## src/rtl/fetch_pkg.sv

```systemverilog
// fetch_pkg: shared types for the instruction prefetch unit (FSM states, queue entry)
// and a small state-decode helper.
package fetch_pkg;

  localparam int unsigned FETCH_ADDR_W  = 16;
  localparam int unsigned FETCH_INSTR_W = 16;

  typedef enum logic [1:0] {
    ST_IDLE    = 2'd0,
    ST_REQ     = 2'd1,
    ST_DISCARD = 2'd2
  } fetch_state_e;

  typedef struct packed {
    logic [FETCH_ADDR_W-1:0]  pc;
    logic [FETCH_INSTR_W-1:0] instr;
  } fetch_entry_t;

  // A memory request is on the bus in both REQ and DISCARD.
  function automatic logic req_in_flight(input fetch_state_e st);
    return (st == ST_REQ) || (st == ST_DISCARD);
  endfunction

endpackage

```

## src/rtl/fetch_fifo.sv

```systemverilog
// fetch_fifo: DEPTH-entry circular buffer of {pc, instr} pairs with occupancy count
// and a synchronous flush that overrides push and pop.
module fetch_fifo
  import fetch_pkg::*;
#(
  parameter int unsigned ADDR_W  = FETCH_ADDR_W,
  parameter int unsigned INSTR_W = FETCH_INSTR_W,
  parameter int unsigned DEPTH   = 4
) (
  input  logic                     clk,
  input  logic                     rst_n,
  input  logic                     flush,
  input  logic                     push,
  input  logic [ADDR_W-1:0]        push_pc,
  input  logic [INSTR_W-1:0]       push_instr,
  input  logic                     pop,
  output logic [ADDR_W-1:0]        head_pc,
  output logic [INSTR_W-1:0]       head_instr,
  output logic [$clog2(DEPTH):0]   count,
  output logic                     full,
  output logic                     empty
);

  localparam int unsigned PTR_W = $clog2(DEPTH);
  localparam int unsigned CNT_W = PTR_W + 1;

  logic [ADDR_W-1:0]  pc_mem_r    [DEPTH];
  logic [INSTR_W-1:0] instr_mem_r [DEPTH];
  logic [PTR_W-1:0]   wr_ptr_r;
  logic [PTR_W-1:0]   rd_ptr_r;
  logic [CNT_W-1:0]   count_r;
  logic               do_push_s;
  logic               do_pop_s;

  // Qualify push/pop so the buffer can never over- or underflow.
  always_comb begin
    do_push_s = push && !flush && (!full || pop);
    do_pop_s  = pop && !flush && !empty;
  end

  // Entry storage; a flushed push is never written.
  always_ff @(posedge clk or negedge rst_n) begin
    if (!rst_n) begin
      for (int i = 0; i < int'(DEPTH); i++) begin
        pc_mem_r[i]    <= '0;
        instr_mem_r[i] <= '0;
      end
    end else if (do_push_s) begin
      pc_mem_r[wr_ptr_r]    <= push_pc;
      instr_mem_r[wr_ptr_r] <= push_instr;
    end
  end

  // Pointers and occupancy; pointers wrap naturally because DEPTH is a power of two.
  always_ff @(posedge clk or negedge rst_n) begin
    if (!rst_n) begin
      wr_ptr_r <= '0;
      rd_ptr_r <= '0;
      count_r  <= '0;
    end else if (flush) begin
      wr_ptr_r <= '0;
      rd_ptr_r <= '0;
      count_r  <= '0;
    end else begin
      if (do_push_s) wr_ptr_r <= wr_ptr_r + PTR_W'(1);
      if (do_pop_s)  rd_ptr_r <= rd_ptr_r + PTR_W'(1);
      case ({do_push_s, do_pop_s})
        2'b10:   count_r <= count_r + CNT_W'(1);
        2'b01:   count_r <= count_r - CNT_W'(1);
        default: count_r <= count_r;
      endcase
    end
  end

  assign head_pc    = pc_mem_r[rd_ptr_r];
  assign head_instr = instr_mem_r[rd_ptr_r];
  assign count      = count_r;
  assign full       = (count_r == CNT_W'(DEPTH));
  assign empty      = (count_r == '0);

endmodule

```

## src/rtl/fetch_queue.sv

```systemverilog
// fetch_queue: prefetch unit -- walks fetch_pc, issues one outstanding read at a time and
// queues returned words. Define FETCH_BYPASS_EN for same-cycle delivery into an empty queue.
module fetch_queue
  import fetch_pkg::*;
#(
  parameter int unsigned       ADDR_W   = FETCH_ADDR_W,
  parameter int unsigned       INSTR_W  = FETCH_INSTR_W,
  parameter int unsigned       DEPTH    = 4,
  parameter logic [ADDR_W-1:0] RESET_PC = '0
) (
  input  logic               clk,
  input  logic               rst_n,
  input  logic               fetch_en,
  input  logic               redirect,
  input  logic [ADDR_W-1:0]  redirect_pc,
  output logic               mem_req,
  output logic [ADDR_W-1:0]  mem_addr,
  input  logic               mem_ack,
  input  logic [INSTR_W-1:0] mem_rdata,
  output logic               instr_valid,
  output logic [INSTR_W-1:0] instr,
  output logic [ADDR_W-1:0]  instr_pc,
  input  logic               instr_ready
);

  localparam int unsigned    CNT_W     = $clog2(DEPTH) + 1;
  localparam logic [CNT_W:0] DEPTH_EXT = (CNT_W + 1)'(DEPTH);

  fetch_state_e       state_r;
  fetch_state_e       state_nxt_s;
  logic [ADDR_W-1:0]  fetch_pc_r;
  logic [ADDR_W-1:0]  fetch_pc_nxt_s;
  logic               mem_req_r;
  logic               mem_req_nxt_s;
  logic [ADDR_W-1:0]  mem_addr_r;
  logic [ADDR_W-1:0]  mem_addr_nxt_s;

  logic               req_ack_s;
  logic               bypass_s;
  logic               push_s;
  logic               pop_s;
  logic [CNT_W:0]     count_nxt_s;
  logic               room_s;

  logic [ADDR_W-1:0]  head_pc_s;
  logic [INSTR_W-1:0] head_instr_s;
  logic [CNT_W-1:0]   fifo_count_s;
  logic               fifo_full_s;
  logic               fifo_empty_s;

  fetch_fifo #(
    .ADDR_W  (ADDR_W),
    .INSTR_W (INSTR_W),
    .DEPTH   (DEPTH)
  ) u_fifo (
    .clk        (clk),
    .rst_n      (rst_n),
    .flush      (redirect),
    .push       (push_s),
    .push_pc    (mem_addr_r),
    .push_instr (mem_rdata),
    .pop        (pop_s),
    .head_pc    (head_pc_s),
    .head_instr (head_instr_s),
    .count      (fifo_count_s),
    .full       (fifo_full_s),
    .empty      (fifo_empty_s)
  );

  // Queue traffic this cycle and whether another request still fits afterwards.
  always_comb begin
    req_ack_s = (state_r == ST_REQ) && mem_ack;
`ifdef FETCH_BYPASS_EN
    bypass_s  = req_ack_s && fifo_empty_s && !redirect;
`else
    bypass_s  = 1'b0;
`endif
    // A bypassed word taken by decode never enters the queue.
    push_s      = req_ack_s && !redirect && !(bypass_s && instr_ready);
    pop_s       = instr_ready && !fifo_empty_s && !redirect;
    count_nxt_s = {1'b0, fifo_count_s} + {{CNT_W{1'b0}}, push_s} - {{CNT_W{1'b0}}, pop_s};
    room_s      = (count_nxt_s < DEPTH_EXT);
  end

  // FSM state, fetch PC and the registered memory request.
  always_ff @(posedge clk or negedge rst_n) begin
    if (!rst_n) begin
      state_r    <= ST_IDLE;
      fetch_pc_r <= RESET_PC;
      mem_req_r  <= 1'b0;
      mem_addr_r <= '0;
    end else begin
      state_r    <= state_nxt_s;
      fetch_pc_r <= fetch_pc_nxt_s;
      mem_req_r  <= mem_req_nxt_s;
      mem_addr_r <= mem_addr_nxt_s;
    end
  end

  // Next-state: redirect always wins; a request on the bus must still be retired.
  always_comb begin
    state_nxt_s = state_r;
    case (state_r)
      ST_IDLE: begin
        // A redirect empties the queue, so room is guaranteed.
        if (fetch_en && (redirect || !fifo_full_s)) state_nxt_s = ST_REQ;
        else                                        state_nxt_s = ST_IDLE;
      end
      ST_REQ: begin
        if (mem_ack) begin
          if (!redirect && fetch_en && room_s) state_nxt_s = ST_REQ;
          else                                 state_nxt_s = ST_IDLE;
        end else if (redirect) begin
          state_nxt_s = ST_DISCARD;
        end else begin
          state_nxt_s = ST_REQ;
        end
      end
      ST_DISCARD: begin
        if (mem_ack) state_nxt_s = ST_IDLE;
        else         state_nxt_s = ST_DISCARD;
      end
      default: state_nxt_s = ST_IDLE;
    endcase
  end

  // Next values of fetch_pc and the memory request registers.
  always_comb begin
    mem_req_nxt_s = req_in_flight(state_nxt_s);

    if (redirect)       fetch_pc_nxt_s = redirect_pc;
    else if (req_ack_s) fetch_pc_nxt_s = fetch_pc_r + ADDR_W'(1);
    else                fetch_pc_nxt_s = fetch_pc_r;

    if ((state_r == ST_IDLE) && (state_nxt_s == ST_REQ)) begin
      mem_addr_nxt_s = redirect ? redirect_pc : fetch_pc_r;
    end else if (req_ack_s && (state_nxt_s == ST_REQ)) begin
      mem_addr_nxt_s = fetch_pc_r + ADDR_W'(1);
    end else begin
      mem_addr_nxt_s = mem_addr_r;
    end
  end

  // Decode-side view: queue head, or the returning word when bypassing.
  always_comb begin
    if (bypass_s) begin
      instr_valid = 1'b1;
      instr       = mem_rdata;
      instr_pc    = mem_addr_r;
    end else begin
      instr_valid = !fifo_empty_s;
      instr       = head_instr_s;
      instr_pc    = head_pc_s;
    end
  end

  assign mem_req  = mem_req_r;
  assign mem_addr = mem_addr_r;

endmodule

```

## config.mk

```make
export PLATFORM = sky130hd
export DESIGN_NAME = fetch_queue
export DESIGN_NICKNAME = d
export VERILOG_FILES = /design/src/rtl/fetch_pkg.sv /design/src/rtl/fetch_fifo.sv /design/src/rtl/fetch_queue.sv
export SDC_FILE = /design/constraint.sdc
export NUM_CORES = 1
export LEC_CHECK = 0
export BUFFER_PORTS_ARGS = -buffer_cell sky130_fd_sc_hd__buf_2
export CORE_MARGIN = 3
export CORE_UTILIZATION = 54
export CTS_CLUSTER_DIAMETER = 200
export DETAILED_ROUTE_END_ITERATION = 7
export GPL_TIMING_DRIVEN = 1
export PLACE_DENSITY = 0.77
export SLEW_MARGIN = 20
export SYNTH_ARGS = -nofsm -noshare
export SYNTH_HDL_FRONTEND = slang
export SYNTH_SLANG_ARGS = --single-unit
```

## constraint.sdc

```tcl
create_clock -name clk -period 3.3 [get_ports clk]
set_input_delay 0.33 -clock clk [delete_from_list [all_inputs] [get_ports clk]]
set_output_delay 0.33 -clock clk [all_outputs]
set_load 0.02 [all_outputs]
```

==> flow_summary.html <==
<table>
<tr><th>Metric</th><th>Value</th></tr>
<tr><th colspan="2">Setup path</th></tr>
<tr><td>Required time of the critical path</td><td>3.62 ns</td></tr>
<tr><td>Maximum cell stage delay along the critical path</td><td>about 0.42 ns</td></tr>
<tr><td>Cell chain of the critical path</td><td>or3_1 -&gt; nand2_2 -&gt; nor2_1 -&gt; ha_1 -&gt; nand4bb_1 -&gt; o21bai_1 -&gt; mux2i_1 -&gt; a21oi_1 -&gt; ha_2 -&gt; nor3b_4 -&gt; buf_4 -&gt; nor4_2 -&gt; nor3_1 -&gt; o41ai_1</td></tr>
<tr><td>Worst Setup Path Type</td><td>register to register</td></tr>
<tr><td>Maximum fanout along the worst path</td><td>5</td></tr>
<tr><td>Worst EP arrival</td><td>roughly 3.5 ns</td></tr>
<tr><td>Worst setup EP type</td><td>register</td></tr>
<tr><td>Crit path launch type</td><td>register</td></tr>
<tr><td>Worst-path cell with the longest stage delay</td><td>sky130_fd_sc_hd__or3_1</td></tr>
<tr><th colspan="2">Die</th></tr>
<tr><td>Die boundary height</td><td>between 100 and 150 µm</td></tr>
<tr><td>Number of placed I/O pins</td><td>88</td></tr>
<tr><td>Row count</td><td>between 40 and 50</td></tr>
<tr><td>Initial core utilization</td><td>0.559</td></tr>
<tr><td>Full die area</td><td>about 18000 µm²</td></tr>
<tr><td>Core region area</td><td>16100 µm²</td></tr>
<tr><td>Die Span X</td><td>around 130 µm</td></tr>
<tr><th colspan="2">Timing</th></tr>
<tr><td>Clock skew after layout</td><td>0.0103 ns</td></tr>
<tr><td>Worst max-slew margin expressed relative to the limit</td><td>0.505</td></tr>
<tr><td>Fmax</td><td>~320 MHz</td></tr>
<tr><td>PnR worst setup slack</td><td>0.152 ns</td></tr>
<tr><td>Min cycle time layout</td><td>roughly 3.1 ns</td></tr>
<tr><td>Post-route clock period utilization</td><td>0.954</td></tr>
<tr><td>Setup violation total in the final timing report</td><td>0</td></tr>
<tr><td>Slew Limit Fails</td><td>0</td></tr>
<tr><td>Hold violation count in the final report</td><td>0</td></tr>
<tr><td>Slew at the pin closest to its max-slew limit</td><td>about 0.74 ns</td></tr>
<tr><th colspan="2">Pwr</th></tr>
<tr><td>LEAKAGE</td><td>0.00453 µW</td></tr>
<tr><td>Cell internal pwr</td><td>about 5100 µW</td></tr>
<tr><td>Portion of total power attributed to the clock network</td><td>0.261</td></tr>
<tr><td>Sequential Power Share</td><td>0.414</td></tr>
<tr><td>Power share of the combinational group</td><td>0.325</td></tr>
<tr><td>Net switching power</td><td>approximately 2600 µW</td></tr>
<tr><td>Cell Pwr Density</td><td>around 760 nW/µm²</td></tr>
<tr><td>Worst IR Drop VDD</td><td>0.453 mV</td></tr>
<tr><td>Switching power as a share of total power</td><td>0.332</td></tr>
<tr><th colspan="2">GRT</th></tr>
<tr><td>Largest net degree at the start of global routing</td><td>just over 80</td></tr>
<tr><td>Residual overflow from global routing</td><td>0</td></tr>
<tr><td>Antenna violations before repair</td><td>0</td></tr>
<tr><td>Number of global-route vias before repair</td><td>5892</td></tr>
<tr><td>GRT Overall Usage</td><td>0.224</td></tr>
<tr><td>Global-route wire length before repair</td><td>around 32 mm</td></tr>
<tr><th colspan="2">Final layout</th></tr>
<tr><td>Total number of nets in the final design</td><td>756</td></tr>
<tr><td>Fillers</td><td>~1200</td></tr>
<tr><td>Diodes inserted</td><td>0</td></tr>
<tr><td>Share of post-route cells with drive strength above 1</td><td>0.448</td></tr>
<tr><td>Layout overhead on the synthesized area</td><td>12.6%</td></tr>
<tr><td>Number of standard cells in the layout, taps in and fillers out</td><td>roughly 940</td></tr>
<tr><td>Post-Layout Inst Area</td><td>about 10000 µm²</td></tr>
<tr><th colspan="2">Clocking</th></tr>
<tr><td>Clock latency on the worst-skew pair</td><td>0.43 ns</td></tr>
<tr><td>Clock tree from TritonCTS</td><td>yes</td></tr>
<tr><td>Number of H-tree levels</td><td>4</td></tr>
<tr><td>Cell at the root of the clock tree</td><td>sky130_fd_sc_hd__clkbuf_16</td></tr>
<tr><td>CTS Buf Count</td><td>17</td></tr>
<tr><td>Clock transition at the registers of the reported paths</td><td>around 0.060 ns</td></tr>
<tr><td>TritonCTS sink count</td><td>170</td></tr>
<tr><td>Clock tree buffer depth</td><td>2</td></tr>
<tr><th colspan="2">Logic synthesis</th></tr>
<tr><td>Synthesized area per cell</td><td>roughly 14 µm²</td></tr>
<tr><td>Share of async-settable or async-resettable flops after synthesis</td><td>1.00</td></tr>
<tr><td>Post-synthesis cell count</td><td>629</td></tr>
<tr><td>Number of unique standard cell types used by synthesis</td><td>between 60 and 70</td></tr>
<tr><td>Number of flops mapped to enable cells by yosys</td><td>0</td></tr>
<tr><td>Main synth FF type</td><td>sky130_fd_sc_hd__dfrtp_1</td></tr>
<tr><td>Count of yosys warnings during synthesis</td><td>0</td></tr>
<tr><td>Number of nets produced by synthesis</td><td>677</td></tr>
<tr><td>Syn Std Cell Area</td><td>roughly 9000 µm²</td></tr>
<tr><td>Flip-flop and latch count after synthesis</td><td>170</td></tr>
<tr><td>Fraction of the yosys area taken by sequential cells</td><td>0.474</td></tr>
<tr><th colspan="2">Detailed routing</th></tr>
<tr><td>Total number of vias</td><td>5509</td></tr>
<tr><td>Routed len/inst</td><td>between 20 and 25 µm</td></tr>
<tr><td>Detail Route Antenna Nets</td><td>0</td></tr>
<tr><td>Initial DRC count</td><td>330</td></tr>
<tr><td>DRT Pass-1 Iters</td><td>4</td></tr>
<tr><td>Routed vias/inst</td><td>roughly 6</td></tr>
<tr><td>Sum of routed wire length over all layers</td><td>slightly below 20 mm</td></tr>
<tr><td>Post-detailed-route DRC marker count</td><td>0</td></tr>
<tr><th colspan="2">Worst hold path</th></tr>
<tr><td>Min-delay worst type</td><td>input pin to register</td></tr>
<tr><th colspan="2">Placed design</th></tr>
<tr><td>Placement Setup Slack</td><td>around 0.0036 ns</td></tr>
<tr><td>Final weighted congestion of routability-driven global placement</td><td>0.856</td></tr>
<tr><td>Quantity of I/O buffers inserted on ports</td><td>87</td></tr>
<tr><td>Dpl cell area</td><td>around 9500 µm²</td></tr>
<tr><td>Placed Cells incl. Taps</td><td>approximately 900</td></tr>
<tr><td>Hpwl dp</td><td>between 10 and 15 mm</td></tr>
<tr><th colspan="2">Job</th></tr>
<tr><td>Max-capacitance violation count</td><td>0</td></tr>
<tr><th colspan="2">Status</th></tr>
<tr><td>Outcome</td><td>complete, no violations</td></tr>
</table>
[per-stage QoR]
stage | total power [µW] | TNS (ns) | util | hold slack [ns]
after floorplan | 4860 | 0 | - | 0.0344
after global placement | 5520 | 0 | 0.589 | 0.408
after detailed placement | 5650 | 0 | 0.589 | 0.425
after CTS | 7700 | 0 | 0.627 | 0.117
after global routing | 8050 | -0.0128 | 0.630 | 0.118
final | 7690 | 0 | 0.630 | 0.136
[cells in the final DEF, fill, tap and decap left out, drive strengths merged, types with 8 or more instances in the layout]
cell / n
dfrtp: 170
mux2: 132
buf: 108
mux4: 32
nand2: 28
clkbuf: 22
xnor2: 20
o21ai: 18
nor2: 17
inv: 16
nor3: 14
nand3: 13
nor4: 12
a21oi: 11
ha: 9
nand2b: 8
mux2i: 8
[area by class of cell]
| cell class | instances | area (µm²) | area share |
|---|---|---|---|
| multi-input combinational | 397 | 4270 | 0.422 |
| sequential | 170 | 4260 | 0.421 |
| timing repair buffer | 109 | 684 | 0.0676 |
| clock buffer | 22 | 474 | 0.0469 |
| tap | 216 | 270 | 0.0267 |
| clock inverter | 8 | 110 | 0.0109 |
| inverter | 13 | 48.8 | 0.00482 |
[state kept, by name, summed over array words and instances, names as in the netlist, 2 cells and up]
| register | cells |
|---|---|
| u_fifo.instr_mem_r | 64 |
| u_fifo.pc_mem_r | 64 |
| fetch_pc_r | 16 |
| mem_addr | 16 |
| u_fifo.count | 3 |
| state_r | 2 |
| u_fifo.rd_ptr_r | 2 |
| u_fifo.wr_ptr_r | 2 |
[cells in the mapped netlist (3+ instances only)]
master,count,area [µm²]
sky130_fd_sc_hd__a21o_1,3,22.5
sky130_fd_sc_hd__a21oi_1,11,55.1
sky130_fd_sc_hd__a31oi_1,5,31.3
sky130_fd_sc_hd__and2_1,6,37.5
sky130_fd_sc_hd__and3_1,4,25.0
sky130_fd_sc_hd__buf_12,12,240
sky130_fd_sc_hd__buf_2,13,65.1
sky130_fd_sc_hd__buf_6,6,67.6
sky130_fd_sc_hd__clkbuf_1,13,48.8
sky130_fd_sc_hd__dfrtp_1,170,4250
sky130_fd_sc_hd__ha_1,9,113
sky130_fd_sc_hd__inv_1,13,48.8
sky130_fd_sc_hd__mux2_2,12,135
sky130_fd_sc_hd__mux2_4,120,1800
sky130_fd_sc_hd__mux2i_1,8,80.1
sky130_fd_sc_hd__mux4_2,32,721
sky130_fd_sc_hd__nand2_1,28,105
sky130_fd_sc_hd__nand2b_1,8,50.1
sky130_fd_sc_hd__nand3_1,13,65.1
sky130_fd_sc_hd__nand3b_1,4,30.0
sky130_fd_sc_hd__nand4_1,4,25.0
sky130_fd_sc_hd__nor2_1,16,60.1
sky130_fd_sc_hd__nor2b_1,3,18.8
sky130_fd_sc_hd__nor3_1,14,70.1
sky130_fd_sc_hd__nor4_1,11,68.8
sky130_fd_sc_hd__o21a_1,3,22.5
sky130_fd_sc_hd__o21ai_0,17,85.1
sky130_fd_sc_hd__o22ai_1,5,31.3
sky130_fd_sc_hd__o41ai_1,3,26.3
sky130_fd_sc_hd__xnor2_1,20,175
sky130_fd_sc_hd__xor2_1,3,26.3
[kinds of logic (layout without fill, tap and decap cells)]
logic type | count (synthesis) | in the layout | share of synthesized area
multiplexers | 172 | 172 | 0.305
flip-flops | 170 | 170 | 0.474
AO/OA/AOI/OAI | 66 | 66 | 0.0493
XOR/XNOR | 23 | 23 | 0.0224
buffers and inverters | 62 | 152 | 0.0552
adder cells (fa/ha/maj) | 10 | 10 | 0.0148
AND/OR/NAND/NOR | 126 | 126 | 0.0800
[critical path: cells and delay by family (launching register included)]
| family | cells | cell delay [ns] |
|---|---|---|
| and+or+nand+nor | 7 | 1.23 |
| AOI/OAI and AO/OA | 3 | 0.58 |
| adders and majority gates | 2 | 0.49 |
| DFF | 1 | 0.37 |
| muxes | 1 | 0.21 |
| buffers and inverters | 1 | 0.17 |
[power by group through the flow]
stage | logic, µW | registers, µW | clock network (µW)
finish | 2500 | 3180 | 2000
global route | 2670 | 3250 | 2140
CTS | 2490 | 3170 | 2040
detailed placement | 2460 | 3190 | 0
global placement | 2380 | 3130 | 0
floorplan | 1770 | 3090 | 0
[final timing paths]
kind	from	endpoint	slack [ns]	cells after the start
worst min register to register	u_fifo.instr_mem_r[16]	u_fifo.instr_mem_r[16]	0.50	1
min in group asynchronous	rst_n	u_fifo.instr_mem_r[37]	0.52	2
max in group asynchronous	rst_n	fetch_pc_r[7]	1.88	3
worst max register to register	u_fifo.count[1]	mem_addr[10]	0.15	14
worst max-delay path	u_fifo.count[1]	mem_addr[10]	0.15	14
worst min-delay path	redirect_pc[5]	fetch_pc_r[5]	0.14	3
[routing by layer]
layer / vias to the layer above / wire [µm] / GRT usage
met5: - / 0 / 0
met4: 0 / 286 / 0.0700
met3: 27 / 929 / 0.0555
met2: 149 / 9700 / 0.360
met1: 2871 / 8640 / 0.303
li1: 2462 / - / -
[timing repair]
item / 4_1_cts / 5_1_grt
pin swaps: 0 / 4
cloned: 0 / 0
hold buffers: 1 / 0
setup endpoints to repair: 2 / 12
buffers inserted: 3 / 2
hold endpoints to repair: 79 / 0
resized for setup: 0 / 7
Power figures use the tool's default switching activity.
